### config.mk
export PLATFORM = sky130hd
export DESIGN_NAME = dma_ctrl_regs_flat
export DESIGN_NICKNAME = d
export VERILOG_FILES = /design/src/rtl/dma_ctrl_regs_if.sv /design/src/rtl/dma_ctrl_regs.sv /design/src/flat_wrapper.sv
export SDC_FILE = /design/constraint.sdc
export NUM_CORES = 1
export LEC_CHECK = 0
export BUFFER_PORTS_ARGS = -buffer_cell sky130_fd_sc_hd__buf_2
export CAP_MARGIN = 20
export CORE_ASPECT_RATIO = 0.6
export CORE_UTILIZATION = 35
export CTS_CLUSTER_SIZE = 20
export DETAILED_ROUTE_END_ITERATION = 10
export GPL_ROUTABILITY_DRIVEN = 0
export PLACE_DENSITY_LB_ADDON = 0.3
export SYNTH_ARGS = -nofsm -noshare
export SYNTH_HDL_FRONTEND = slang
export SYNTH_SLANG_ARGS = --single-unit
### constraint.sdc
create_clock -name clk -period 5.6 [get_ports clk]
set_input_delay 1.12 -clock clk [delete_from_list [all_inputs] [get_ports clk]]
set_output_delay 1.12 -clock clk [all_outputs]
set_load 0.03 [all_outputs]
### src/rtl/dma_ctrl_regs_if.sv
// AXI4-Lite register-port bundle for the DMA control block.
// The master drives addresses, data and the valid/ready signals it owns; the slave answers.
interface dma_ctrl_regs_if #(
    parameter int ADDR_W = 10
);
    logic [ADDR_W-1:0] awaddr;
    logic              awvalid;
    logic              awready;
    logic [31:0]       wdata;
    logic [3:0]        wstrb;
    logic              wvalid;
    logic              wready;
    logic [1:0]        bresp;
    logic              bvalid;
    logic              bready;
    logic [ADDR_W-1:0] araddr;
    logic              arvalid;
    logic              arready;
    logic [31:0]       rdata;
    logic [1:0]        rresp;
    logic              rvalid;
    logic              rready;

    modport master (
        output awaddr, awvalid, wdata, wstrb, wvalid, bready, araddr, arvalid, rready,
        input  awready, wready, bresp, bvalid, arready, rdata, rresp, rvalid
    );

    modport slave (
        input  awaddr, awvalid, wdata, wstrb, wvalid, bready, araddr, arvalid, rready,
        output awready, wready, bresp, bvalid, arready, rdata, rresp, rvalid
    );
endinterface

### src/rtl/dma_ctrl_regs.sv
// AXI4-Lite register block for the DMA engine: CR/SR/SA/LENGTH, start and
// soft-reset pulses, completion status and a registered interrupt.
module dma_ctrl_regs #(
    parameter int ADDR_W = 10,
    parameter int LEN_W  = 26
) (
    input  logic             clk,
    input  logic             rst,
    dma_ctrl_regs_if.slave   s_axi_lite,
    output logic [31:0]      dma_src_addr,
    output logic [LEN_W-1:0] dma_length,
    output logic             dma_start,
    output logic             dma_soft_rst,
    input  logic             dma_done,
    output logic             irq,
    output logic [1:0]       dbg_wr_state
);
    localparam int IDX_W = ADDR_W - 2;
    localparam logic [IDX_W-1:0] IDX_CR  = IDX_W'(0);
    localparam logic [IDX_W-1:0] IDX_SR  = IDX_W'(1);
    localparam logic [IDX_W-1:0] IDX_SA  = IDX_W'(6);
    localparam logic [IDX_W-1:0] IDX_LEN = IDX_W'(10);

    // Handshake rule on every channel: a beat transfers on a rising edge where
    // valid and ready are both 1; valid, once raised, holds until that edge.
    typedef enum logic [1:0] {
        WR_COLLECT = 2'd0,
        WR_EXEC    = 2'd1,
        WR_RESP    = 2'd2
    } wr_state_t;

    wr_state_t wr_state, wr_state_next;

    logic             live;
    logic             aw_full, w_full;
    logic [IDX_W-1:0] aw_idx_q;
    logic [31:0]      w_data_q;
    logic [3:0]       w_strb_q;
    logic             aw_hs, w_hs, ar_hs, b_hs, r_hs;
    logic [1:0]       bresp_q;

    logic             rs, irq_en, idle, ioc;

    logic             rvalid_q;
    logic [31:0]      rdata_q;
    logic [1:0]       rresp_q;
    logic [IDX_W-1:0] ar_idx;
    logic [31:0]      rd_data;
    logic             rd_err;

    logic             exec;
    logic             is_cr, is_sr, is_sa, is_len;
    logic [31:0]      strb_mask;
    logic [31:0]      sa_merged, len_merged;
    logic [LEN_W-1:0] len_new;
    logic             len_ok, soft_req, wr_err;

    assign s_axi_lite.awready = live && (wr_state == WR_COLLECT) && !aw_full;
    assign s_axi_lite.wready  = live && (wr_state == WR_COLLECT) && !w_full;
    assign s_axi_lite.bvalid  = (wr_state == WR_RESP);
    assign s_axi_lite.bresp   = bresp_q;
    assign s_axi_lite.arready = live && !rvalid_q;
    assign s_axi_lite.rvalid  = rvalid_q;
    assign s_axi_lite.rdata   = rdata_q;
    assign s_axi_lite.rresp   = rresp_q;

    assign aw_hs = s_axi_lite.awvalid && s_axi_lite.awready;
    assign w_hs  = s_axi_lite.wvalid && s_axi_lite.wready;
    assign b_hs  = s_axi_lite.bvalid && s_axi_lite.bready;
    assign ar_hs = s_axi_lite.arvalid && s_axi_lite.arready;
    assign r_hs  = rvalid_q && s_axi_lite.rready;

    assign dbg_wr_state = wr_state;

    always_ff @(posedge clk or negedge rst) begin
        if (!rst) begin
            wr_state <= WR_COLLECT;
            live     <= 1'b0;
        end else begin
            wr_state <= wr_state_next;
            live     <= 1'b1;
        end
    end

    always_comb begin
        wr_state_next = wr_state;
        case (wr_state)
            WR_COLLECT: if ((aw_full || aw_hs) && (w_full || w_hs)) wr_state_next = WR_EXEC;
            WR_EXEC:    wr_state_next = WR_RESP;
            WR_RESP:    if (b_hs) wr_state_next = WR_COLLECT;
            default:    wr_state_next = WR_COLLECT;
        endcase
    end

    // AW and W beats are held independently until both are present.
    always_ff @(posedge clk or negedge rst) begin
        if (!rst) begin
            aw_full  <= 1'b0;
            w_full   <= 1'b0;
            aw_idx_q <= '0;
            w_data_q <= '0;
            w_strb_q <= '0;
        end else begin
            if (aw_hs) begin
                aw_full  <= 1'b1;
                aw_idx_q <= s_axi_lite.awaddr[ADDR_W-1:2];
            end else if (wr_state == WR_EXEC) begin
                aw_full <= 1'b0;
            end
            if (w_hs) begin
                w_full   <= 1'b1;
                w_data_q <= s_axi_lite.wdata;
                w_strb_q <= s_axi_lite.wstrb;
            end else if (wr_state == WR_EXEC) begin
                w_full <= 1'b0;
            end
        end
    end

    assign exec      = (wr_state == WR_EXEC);
    assign is_cr     = (aw_idx_q == IDX_CR);
    assign is_sr     = (aw_idx_q == IDX_SR);
    assign is_sa     = (aw_idx_q == IDX_SA);
    assign is_len    = (aw_idx_q == IDX_LEN);
    assign strb_mask = {{8{w_strb_q[3]}}, {8{w_strb_q[2]}}, {8{w_strb_q[1]}}, {8{w_strb_q[0]}}};
    assign sa_merged  = (dma_src_addr & ~strb_mask) | (w_data_q & strb_mask);
    assign len_merged = (32'(dma_length) & ~strb_mask) | (w_data_q & strb_mask);
    assign len_new    = len_merged[LEN_W-1:0];
    assign len_ok     = rs && idle && (len_new != '0);
    assign soft_req   = is_cr && w_strb_q[0] && w_data_q[2];
    assign wr_err     = !(is_cr || is_sr || is_sa || (is_len && len_ok));

    // Completion is applied after the bus write so a same-cycle IOC clear loses.
    always_ff @(posedge clk or negedge rst) begin
        if (!rst) begin
            rs           <= 1'b0;
            irq_en       <= 1'b0;
            idle         <= 1'b1;
            ioc          <= 1'b0;
            dma_src_addr <= '0;
            dma_length   <= '0;
            dma_start    <= 1'b0;
            dma_soft_rst <= 1'b0;
            irq          <= 1'b0;
            bresp_q      <= 2'b00;
        end else begin
            dma_start    <= 1'b0;
            dma_soft_rst <= 1'b0;
            irq          <= ioc & irq_en;
            if (exec) begin
                bresp_q <= wr_err ? 2'b10 : 2'b00;
                if (is_cr) begin
                    if (soft_req) begin
                        rs           <= 1'b0;
                        idle         <= 1'b1;
                        ioc          <= 1'b0;
                        dma_soft_rst <= 1'b1;
                    end else begin
                        if (w_strb_q[0]) rs <= w_data_q[0];
                        if (w_strb_q[1]) irq_en <= w_data_q[12];
                    end
                end
                if (is_sr && w_strb_q[1] && w_data_q[12]) ioc <= 1'b0;
                if (is_sa) dma_src_addr <= sa_merged;
                if (is_len && len_ok) begin
                    dma_length <= len_new;
                    idle       <= 1'b0;
                    dma_start  <= 1'b1;
                end
            end
            if (dma_done && !idle) begin
                idle <= 1'b1;
                ioc  <= 1'b1;
            end
        end
    end

    assign ar_idx = s_axi_lite.araddr[ADDR_W-1:2];

    always_comb begin
        rd_data = '0;
        rd_err  = 1'b0;
        case (ar_idx)
            IDX_CR:  rd_data = {19'd0, irq_en, 11'd0, rs};
            IDX_SR:  rd_data = {19'd0, ioc, 10'd0, idle, ~rs};
            IDX_SA:  rd_data = dma_src_addr;
            IDX_LEN: rd_data = 32'(dma_length);
            default: rd_err  = 1'b1;
        endcase
    end

    always_ff @(posedge clk or negedge rst) begin
        if (!rst) begin
            rvalid_q <= 1'b0;
            rdata_q  <= '0;
            rresp_q  <= 2'b00;
        end else if (ar_hs) begin
            rvalid_q <= 1'b1;
            rdata_q  <= rd_data;
            rresp_q  <= rd_err ? 2'b10 : 2'b00;
        end else if (r_hs) begin
            rvalid_q <= 1'b0;
        end
    end

    logic unused_bits;
    assign unused_bits = ^{s_axi_lite.awaddr[1:0], s_axi_lite.araddr[1:0], len_merged[31:LEN_W]};
endmodule

### src/flat_wrapper.sv
// flat-port wrapper written by rule: the top's interface ports become plain ports
module dma_ctrl_regs_flat 
#(
    parameter int ADDR_W = 10,
    parameter int LEN_W  = 26
)
  (clk, rst, dma_src_addr, dma_length, dma_start, dma_soft_rst, dma_done, irq, dbg_wr_state, s_axi_lite_awaddr, s_axi_lite_awvalid, s_axi_lite_wdata, s_axi_lite_wstrb, s_axi_lite_wvalid, s_axi_lite_bready, s_axi_lite_araddr, s_axi_lite_arvalid, s_axi_lite_rready, s_axi_lite_awready, s_axi_lite_wready, s_axi_lite_bresp, s_axi_lite_bvalid, s_axi_lite_arready, s_axi_lite_rdata, s_axi_lite_rresp, s_axi_lite_rvalid);
  dma_ctrl_regs_if #(.ADDR_W(ADDR_W)) s_axi_lite_i ();
  input  logic clk;
  input  logic rst;
  output logic [31:0] dma_src_addr;
  output logic [LEN_W-1:0] dma_length;
  output logic dma_start;
  output logic dma_soft_rst;
  input  logic dma_done;
  output logic irq;
  output logic [1:0] dbg_wr_state;
  input wire logic [$bits(s_axi_lite_i.awaddr)-1:0] s_axi_lite_awaddr;
  input wire logic [$bits(s_axi_lite_i.awvalid)-1:0] s_axi_lite_awvalid;
  input wire logic [$bits(s_axi_lite_i.wdata)-1:0] s_axi_lite_wdata;
  input wire logic [$bits(s_axi_lite_i.wstrb)-1:0] s_axi_lite_wstrb;
  input wire logic [$bits(s_axi_lite_i.wvalid)-1:0] s_axi_lite_wvalid;
  input wire logic [$bits(s_axi_lite_i.bready)-1:0] s_axi_lite_bready;
  input wire logic [$bits(s_axi_lite_i.araddr)-1:0] s_axi_lite_araddr;
  input wire logic [$bits(s_axi_lite_i.arvalid)-1:0] s_axi_lite_arvalid;
  input wire logic [$bits(s_axi_lite_i.rready)-1:0] s_axi_lite_rready;
  output wire logic [$bits(s_axi_lite_i.awready)-1:0] s_axi_lite_awready;
  output wire logic [$bits(s_axi_lite_i.wready)-1:0] s_axi_lite_wready;
  output wire logic [$bits(s_axi_lite_i.bresp)-1:0] s_axi_lite_bresp;
  output wire logic [$bits(s_axi_lite_i.bvalid)-1:0] s_axi_lite_bvalid;
  output wire logic [$bits(s_axi_lite_i.arready)-1:0] s_axi_lite_arready;
  output wire logic [$bits(s_axi_lite_i.rdata)-1:0] s_axi_lite_rdata;
  output wire logic [$bits(s_axi_lite_i.rresp)-1:0] s_axi_lite_rresp;
  output wire logic [$bits(s_axi_lite_i.rvalid)-1:0] s_axi_lite_rvalid;
  assign s_axi_lite_i.awaddr = s_axi_lite_awaddr;
  assign s_axi_lite_i.awvalid = s_axi_lite_awvalid;
  assign s_axi_lite_i.wdata = s_axi_lite_wdata;
  assign s_axi_lite_i.wstrb = s_axi_lite_wstrb;
  assign s_axi_lite_i.wvalid = s_axi_lite_wvalid;
  assign s_axi_lite_i.bready = s_axi_lite_bready;
  assign s_axi_lite_i.araddr = s_axi_lite_araddr;
  assign s_axi_lite_i.arvalid = s_axi_lite_arvalid;
  assign s_axi_lite_i.rready = s_axi_lite_rready;
  assign s_axi_lite_awready = s_axi_lite_i.awready;
  assign s_axi_lite_wready = s_axi_lite_i.wready;
  assign s_axi_lite_bresp = s_axi_lite_i.bresp;
  assign s_axi_lite_bvalid = s_axi_lite_i.bvalid;
  assign s_axi_lite_arready = s_axi_lite_i.arready;
  assign s_axi_lite_rdata = s_axi_lite_i.rdata;
  assign s_axi_lite_rresp = s_axi_lite_i.rresp;
  assign s_axi_lite_rvalid = s_axi_lite_i.rvalid;
  dma_ctrl_regs #(.ADDR_W(ADDR_W), .LEN_W(LEN_W)) u_core (.clk(clk), .rst(rst), .s_axi_lite(s_axi_lite_i), .dma_src_addr(dma_src_addr), .dma_length(dma_length), .dma_start(dma_start), .dma_soft_rst(dma_soft_rst), .dma_done(dma_done), .irq(irq), .dbg_wr_state(dbg_wr_state));
endmodule
==> results of run 1 <==
==> cells by family (layout without fill, tap and decap cells) <==
logic type,Yosys count,count (layout),synth area share
DFF,149,149,0.5992
AOI/OAI and AO/OA,84,84,0.09085
muxes,105,105,0.1922
other,2,4,0.001206
buffers and inverters,29,206,0.02030
xor gates and xnor gates,1,1,0.001407
and+or+nand+nor,106,106,0.09487
==> metrics by stage <==
stage                     hold slack (ns)  utilization  worst slack (ns)
final                              0.4792       0.4567             2.391
after global routing               0.4900       0.4566             2.306
after CTS                          0.4846       0.4566             2.455
after detailed placement           0.4651       0.4216             2.030
after global placement             0.4559       0.4216             2.047
after floorplan                    0.4693            -             2.957
==> power groups by stage <==
stage	registers, mW	logic, mW	clock network (mW)
5_1_grt	1.55	0.697	1.23
4_1_cts	1.51	0.646	1.19
2_1_floorplan	1.48	0.450	0
3_5_place_dp	1.53	0.644	0
6_report	1.52	0.632	1.16
3_3_place_gp	1.51	0.624	0
==> cell type report <==
cell class	count	area share
Timing Repair Buffer	165	0.1068
Inverter	10	0.004760
Clock inverter	12	0.01920
Clock buffer	19	0.05743
Multi-Input combinational cell	299	0.3014
Tap cell	234	0.03713
Sequential cell	149	0.4729
Antenna cell	1	0.0003173
==> critical path, cell delays in order <==
cell     delay, ns
buf_2         0.10
or4_4         0.57
nor4b_4       0.94
buf_4         0.42
a22oi_1       0.15
o21ai_0       0.11
a22o_1        0.14
==> cells in the final DEF (no fill, tap or decap), types with 4 or more instances in the layout <==
cell type and count:
a21oi_1 7, a22oi_1 27, buf_2 160, buf_4 4
clkbuf_16 17, clkinv_2 4, dfrtp_1 148, inv_1 10
mux2_2 99, mux2_4 4, nand2_1 46, nor2_1 19
nor2b_1 4, nor3_1 9, nor4_1 6, nor4_4 4
o21ai_0 33
==> metal layers <==
layer | track usage | vias up | share of wire
li1 | - | 2046 | -
met1 | 0.2741 | 2242 | 0.51
met2 | 0.2651 | 155 | 0.42
met3 | 0.05051 | 11 | 0.059
met4 | 0.04386 | 2 | 0.0052
met5 | 0 | - | 0.00049
==> worst paths after layout <==
check,from,endpoint,slack (ns)
setup / recovery,s_axi_lite_araddr[7],u_core.s_axi_lite.rdata[12],2.39
hold / removal,u_core.s_axi_lite.rdata[16],u_core.s_axi_lite.rdata[16],0.48
setup reg to reg,u_core.dma_length[6],u_core.dma_length[1],3.20
hold reg to reg,u_core.s_axi_lite.rdata[16],u_core.s_axi_lite.rdata[16],0.48
max in group asynchronous,rst,asynchronous set/reset pin,3.60
min in group asynchronous,rst,asynchronous set/reset pin,0.84
==> metrics.cfg, run 1 <==
[pwr]
p_int_mw=2.292
power.density_nw_per_um2=419.2
pwr-share-seq=0.459
irDropWorstVdd_uv=174.8
clkPwrFrac=0.350
switching_share=0.3066
p_sw_mw=1.014
power.total_mw=3.306
comb_power_share=0.191
p_leak_nw=3.929

[floorplan]
die_w_um=174.2
die-area_sq_um=18340
coreArea_sq_um=17270
die_h_um=105.3
ios=168
rows=37
initial_core_util=0.3605

[final_layout]
area_growth_pct=26.69
final_cells=889
design_area_sq_um=7886
fillers=1612
multi_input_area_sq_um=2377
regArea_sq_um=3730
layout.nets=706
layout-drive-gt1-share=0.4786

[sta]
finalClockSkew_ns=0.01277
tns_ns=0
period_needed_ns=3.209
maxSlewViolCount=0
relSlewSlack=0.2785
tightestPinTransition_ns=1.078
report.final.setup_viol=0
rsz0062_at_grt=no
finalHoldViolCount=0
final.period_utilization=0.5731
fmax_mhz=311.6

[clock_tree]
cts_hold_buf=0
cts_tree=built
cts-buffers-inserted=17
clockBufferDepth=2
root_buffer=clkbuf_16
clock-sinks=149
clkTransAtPathRegs_ns=0.06
htreeDepth=4
ctsResizeCount=0
clk_latency_ns=0.41
cts_setup_buffers=0

[run]
max_cap_violations=0

[synth]
synth-seq-cells=149
synth_edf_count=0
synthDistinctLibCells=40
syn_avg_cell_area_sq_um=13.08
synthTopCellsByArea=dfrtp_1 59%, mux2_2 18%, a22oi_1 3.3%, nand2_1 2.9%, o21ai_0 2.7%
syn_inst=476
synth_top_cell_by_area=dfrtp_1
synth.yosys.seq_area_share=0.5992
syn_area_sq_um=6225
ys.flop_type=dfrtp_1
yosysMostFrequentCell=dfrtp_1
ys_async_sr_fraction=1.000
yosys_warnings=0
post-synth-top-area-fraction=0.5950
synth_common_cells=148 x dfrtp_1, 99 x mux2_2, 48 x nand2_1

[setup_path]
cp.arrival_ns=3.55
path_max_fanout=18
cp.required_ns=5.94
cp-start-kind=input pin
r2r_cells=5
crit_type=in2reg
end_kind=flop

[grt]
antenna_found_initial=3
grt_pass1_wl_mm=25.88
grtUsageTotal=0.1848
grt_pass1_vias=4595
grt_max_degree=104
gr-total-overflow=0

[placement]
post_dp_cell_area_sq_um=7279
dpl.cell_count=857
dp_hpwl_mm=11.67
place.port_buffers=161

[worst_hold_path]
hold-path-cell-count=2
hp-class=reg2reg

[outcome]
status=finished clean

[drt]
drt-total-wl_mm=16.27
wl_per_cell_um=18.30
drc=0
drt_iter0_markers=239
final_antenna_net_count=0
drt_pass1_iterations=5
vias=4456
vias_per_cell=5.012

No activity file was read; power rests on OpenSTA's default activity.
==> run 2, diff against run 1 <==
- clock period: 5.6 -> 3.3 ns (I/O delays scaled with it)
==> run 2 against run 1 <==
Compared with the run above: design area fell by 0.35%; sequential share of layout area rose by 0.17 points; first-iteration DRC count increased by 3.3%; wire length rose by 0.23%; via count down 0.61%; critical path type is now reg2reg; largest power group unchanged.
==> metrics.cfg, run 2 (same netlist as run 1, synthesis figures left out) <==
[sta]
report.final.setup_viol=0  ; unchanged
final.period_utilization=0.7357
period_needed_ns=2.428
finalClockSkew_ns=0.01273  ; -0.00003630 ns
maxSlewViolCount=0  ; unchanged
tns_ns=0  ; unchanged
fmax_mhz=411.9
tightestPinTransition_ns=0.9975  ; -0.08021 ns
relSlewSlack=0.3327  ; +0.05416
rsz0062_at_grt=no
finalHoldViolCount=0  ; unchanged

[final_layout]
layout_commonest_cell=buf_2
final_cells=891  ; +0.22%
layout-drive-gt1-share=0.4802  ; +0.001590
layout.nets=707  ; +0.14%
area_growth_pct=26.25
layout_common_cells=160 x buf_2, 148 x dfrtp_1, 99 x mux2_2

[clock_tree]
clock-sinks=149  ; unchanged
cts_setup_buffers=0  ; unchanged
cts_tree=built
ctsResizeCount=0  ; unchanged
root_buffer=clkbuf_16
clkTransAtPathRegs_ns=0.07  ; about the same
cts_hold_buf=0  ; unchanged
clockBufferDepth=2  ; unchanged
clk_latency_ns=0.41  ; about the same
cts-buffers-inserted=17  ; unchanged
htreeDepth=4  ; unchanged

[setup_path]
cp.arrival_ns=2.72  ; -0.83 ns
path_max_fanout=8  ; -10
r2r_slack_ns=0.87  ; -2.33 ns
crit_type=reg2reg
cp-start-kind=flop
max_stage_delay_ns=0.55  ; -0.39 ns
end_kind=flop
cp_num_buf_inv=0  ; -2
cp_slowest_cell=nor4_4
path_cells=nor4_1, o22ai_1, nor4_4, a211oi_4, mux2_4
critPathTopFamily=simple AND/OR/NAND/NOR gates
worstSetupPathDepth=5  ; -2
r2r_cells=5  ; unchanged
cp.required_ns=3.59  ; -2.35 ns

[drt]
drt_pass1_iterations=5  ; unchanged
drc=0  ; unchanged
vias=4429  ; -0.61%
wl_per_cell_um=18.30  ; about the same
drt_iter0_markers=247  ; +3.3%
drt-total-wl_mm=16.31  ; +0.23%
vias_per_cell=4.971  ; -0.83%
final_antenna_net_count=0  ; unchanged

[grt]
antenna_found_initial=3  ; unchanged
grt_max_degree=68  ; -35%
grt_pass1_vias=4622  ; +0.59%
gr-total-overflow=0  ; unchanged
grtUsageTotal=0.1844  ; -0.0004208
grt_pass1_wl_mm=25.81  ; -0.29%

[run]
max_cap_violations=0  ; unchanged

[floorplan]
coreArea_sq_um=17270  ; unchanged
die_h_um=105.3  ; unchanged
die_w_um=174.2  ; unchanged
initial_core_util=0.3605  ; unchanged
die-area_sq_um=18340  ; unchanged
ios=168  ; unchanged
rows=37  ; unchanged

[placement]
dp_hpwl_mm=11.82  ; +1.4%
dpl.cell_count=858  ; +0.12%
place.port_buffers=161  ; unchanged

[outcome]
status=finished clean

[pwr]
p_leak_nw=3.905  ; -0.61%
power.density_nw_per_um2=695.2  ; +66%
irDropWorstVdd_uv=282.9  ; +62%

[worst_hold_path]
hp-class=in2async

==> run 2: cell count changes in the layout (fill, tap and decap cells not counted), sizes merged <==
cell and delta:
buf +1, clkinvlp +3, bufinv -2, clkinv +1
clkbuf -2, inv +1
==> run 2: cell type report <==
cell class / instances / area, sq um
antenna: 1 / 2.502
clock buffer: 17 / 425.4
clock inverter: 15 / 131.4
fill: 1625 / 9409
inverter: 10 / 37.54
multi-input combinational: 299 / 2377
sequential: 149 / 3730
tap: 234 / 292.8
timing repair buffer: 166 / 862.1
==> run 2: path summary, 6_finish.rpt <==
| kind | start | endpoint |
|---|---|---|
| setup reg to reg | u_core.dma_length[6] | u_core.dma_length[7] |
| max in group asynchronous | rst | u_core.s_axi_lite.rdata[9] |
| hold reg to reg | u_core.s_axi_lite.rdata[23] | u_core.s_axi_lite.rdata[23] |
| setup / recovery | u_core.dma_length[6] | u_core.dma_length[7] |
| hold / removal | rst | u_core.s_axi_lite.rdata[22] |
| min in group clk | s_axi_lite_rready | u_core.s_axi_lite.rvalid |
==> run 2: routing by layer <==
layer / track usage / vias up / wire (um)
met3: 0.04834 / 8 / 918
met2: 0.2657 / 139 / 6966
met4: 0.03947 / 2 / 69
met1: 0.2756 / 2229 / 8339
li1: - / 2051 / -
met5: 0 / - / 13
==> run 2: per-stage QoR <==
step | area [sq um] | hold WS [ns] | utilization | worst slack, ns | power [mW]
final | 7859 | 0.1939 | 0.4551 | 0.8722 | 5.463
after global routing | 7856 | 0.2126 | 0.4550 | 0.6788 | 5.749
after CTS | 7856 | 0.1996 | 0.4550 | 0.8085 | 5.527
after detailed placement | 7300 | 0.4725 | 0.4227 | 0.6872 | 3.697
after global placement | 7300 | 0.4570 | 0.4227 | 0.7373 | 3.629
after floorplan | 6228 | 0.3644 | - | 1.093 | 3.276
==> run 2: power breakdown <==
group / internal [mW] / switching [mW] / total, mW
registers: 2.17 / 0.398 / 2.57
clock network: 1.04 / 0.778 / 1.82
logic: 0.497 / 0.581 / 1.08
==> run 3, diff against run 2 <==
- clock period: 3.3 -> 2.1 ns (I/O delays scaled with it)
==> run 3 against run 2 <==
Compared with the run above: total power is 70% higher; die area stayed put; sequential share of layout area is 4.0 points lower; sequential cell count stayed put; critical path depth is 3 higher; core utilization is 4.2 points higher; wire length is 2.8% higher; setup slack worse by 0.82 ns; count of clock-buffer cells in the layout is 3 higher; design area is 9.2% higher; clock skew is 0.0036 ns lower; combinational power is 110% higher; critical endpoint is now u_core.dma_length[15]; largest cell class unchanged; highest routed layer unchanged.
==> metrics.cfg, run 3 (same netlist as run 1, synthesis figures left out) <==
[grt]
grtUsageTotal=0.1913  ; +0.006974
grt_max_degree=50  ; -26%
grt_pass1_vias=4817  ; +4.2%
grt_pass1_wl_mm=26.70  ; +3.4%
antenna_found_initial=3  ; unchanged
gr-total-overflow=0  ; unchanged

[sta]
fin_ws_ns=0.04749  ; -0.8247 ns
finalHoldViolCount=0  ; unchanged
fmax_mhz=487.2  ; +18%
maxSlewViolCount=0  ; unchanged
fin_hold_ws_ns=0.1951  ; +0.001130 ns
rsz0062_at_grt=no
finalClockSkew_ns=0.009153  ; -0.003581 ns
report.final.setup_viol=0  ; unchanged
final.period_utilization=0.9774  ; +0.2417
period_needed_ns=2.053  ; -0.3753 ns

[placement]
pre_cts_slack_ns=-0.08061  ; -0.7678 ns
dp_hpwl_mm=12.38  ; +4.7%
place.port_buffers=161  ; unchanged
post_dp_cell_area_sq_um=7883  ; +8.0%

[clock_tree]
clockBufferDepth=2  ; unchanged
htreeDepth=4  ; unchanged
cts-buffers-inserted=17  ; unchanged
clkTransAtPathRegs_ns=0.06  ; about the same
root_buffer=clkbuf_16
cts_tree=built
clk_latency_ns=0.41  ; about the same
clock-sinks=149  ; unchanged

[pwr]
switching_share=0.3089  ; -0.01274
power.density_nw_per_um2=1080  ; +55%
p_sw_mw=2.861  ; +63%
clkPwrFrac=0.323  ; -0.010
power.total_mw=9.262  ; +70%
p_int_mw=6.401  ; +73%
p_leak_nw=4.303  ; +10%
pwr-share-seq=0.427  ; -0.043
comb_power_share=0.249  ; +0.052
irDropWorstVdd_uv=559.9  ; +98%

[floorplan]
rows=37  ; unchanged
die_w_um=174.2  ; unchanged
die-area_sq_um=18340  ; unchanged
ios=168  ; unchanged
initial_core_util=0.3605  ; unchanged
coreArea_sq_um=17270  ; unchanged
die_h_um=105.3  ; unchanged

[final_layout]
design_area_sq_um=8579  ; +9.2%
layout.nets=773  ; +9.3%
layout_common_cells=160 x buf_2, 146 x dfrtp_1, 99 x mux2_2
layout-drive-gt1-share=0.5485  ; +0.06829
area_growth_pct=37.83
layout_commonest_cell=buf_2
fillers=1560  ; -4.0%

[setup_path]
end_kind=flop
cp-start-kind=flop
path_max_fanout=8  ; unchanged
r2r_slack_ns=0.05  ; -0.82 ns
cp.arrival_ns=2.34  ; -0.38 ns
cp.required_ns=2.39  ; -1.20 ns
crit_type=reg2reg

[worst_hold_path]
hp-class=in2reg

[drt]
highest_layer=met5
drt_iter0_markers=291  ; +18%
drt_pass1_iterations=7  ; +2
vias_per_cell=4.871  ; -2.0%
wl_met1_mm=8.576  ; +2.8%
final_antenna_net_count=0  ; unchanged
dr_wl_met2_mm=7.128  ; +2.3%
drc=0  ; unchanged
wl_met3_um=946  ; +3.1%
wl_per_cell_um=17.52  ; -4.3%
drt-total-wl_mm=16.77  ; +2.8%
vias=4662  ; +5.3%

[outcome]
status=finished clean

[run]
max_cap_violations=0  ; unchanged

[run 3: cell count changes in the layout (fill, tap and decap cells not counted), sizes merged]
| cell | before | now |
|---|---|---|
| bufinv | 1 | 2 |
| clkinvlp | 5 | 3 |
| inv | 13 | 11 |
| dlygate4sd3 | 0 | 1 |
| buf | 166 | 231 |
| clkbuf | 17 | 20 |
[run 3: timing repair]
item	4_1_cts	5_1_grt
setup endpoints to repair	15	53
pin swaps	0	4
endpoints found under the hold margin	44	0
gates resized for setup	2	17
buffers inserted	0	1
hold buffers	1	0
[run 3: critical path, cell delays in order, from the launching register on]
cell and delay, ns:
dfrtp_2 0.46, nor3b_2 0.19, o22ai_1 0.16, buf_4 0.16, nor4_4 0.05, buf_6 0.15
a211oi_4 0.27, buf_12 0.16, mux2_2 0.34
[run 3: through the flow]
step / utilization / cells / TNS, ns
after floorplan: - / 477 / 0
after global placement: 0.4565 / 922 / 0
after detailed placement: 0.4565 / 922 / -0.2174
after CTS: 0.4914 / 955 / -0.1867
after global routing: 0.4967 / 956 / 0
final: 0.4968 / 957 / 0
[run 3: path summary, 6_finish.rpt]
kind | cells past startpoint | start | to
hold reg to reg | 2 | u_core.s_axi_lite.rdata[20] | u_core.s_axi_lite.rdata[20]
min in group asynchronous | 2 | rst | u_core.s_axi_lite.rdata[22]
setup / recovery | 8 | u_core.w_strb_q[2] | u_core.dma_length[15]
max in group asynchronous | 3 | rst | u_core.w_strb_q[1]
setup reg to reg | 8 | u_core.w_strb_q[2] | u_core.dma_length[15]
hold / removal | 2 | s_axi_lite_rready | u_core.s_axi_lite.rvalid
[run 3: final cells by class]
cell class	count	area, sq um	area share
flip-flops and latches	149	3732	0.4350
clock buffers	20	456.7	0.05323
diodes	1	2.502	0.0002917
repair buffers	232	1464	0.1706
clock inverters	12	128.9	0.01502
well taps	234	292.8	0.03413
inverters	10	37.54	0.004375
multi-input cells	299	2465	0.2873
[run 3: routing by layer]
layer	vias to the layer above	GRT usage
met5	-	0
met4	4	0.04198
met3	16	0.05303
met2	133	0.2740
met1	2333	0.2852
li1	2176	-
[run 3: power by group through the flow]
| stage | clock [mW] | sequential, mW | combinational (mW) |
|---|---|---|---|
| 6_report | 3.00 | 3.96 | 2.31 |
| 5_1_grt | 3.20 | 4.02 | 2.52 |
| 4_1_cts | 3.07 | 3.89 | 2.28 |
| 3_5_place_dp | 0 | 3.94 | 2.26 |
| 3_3_place_gp | 0 | 3.90 | 2.21 |
| 2_1_floorplan | 0 | 3.95 | 1.20 |
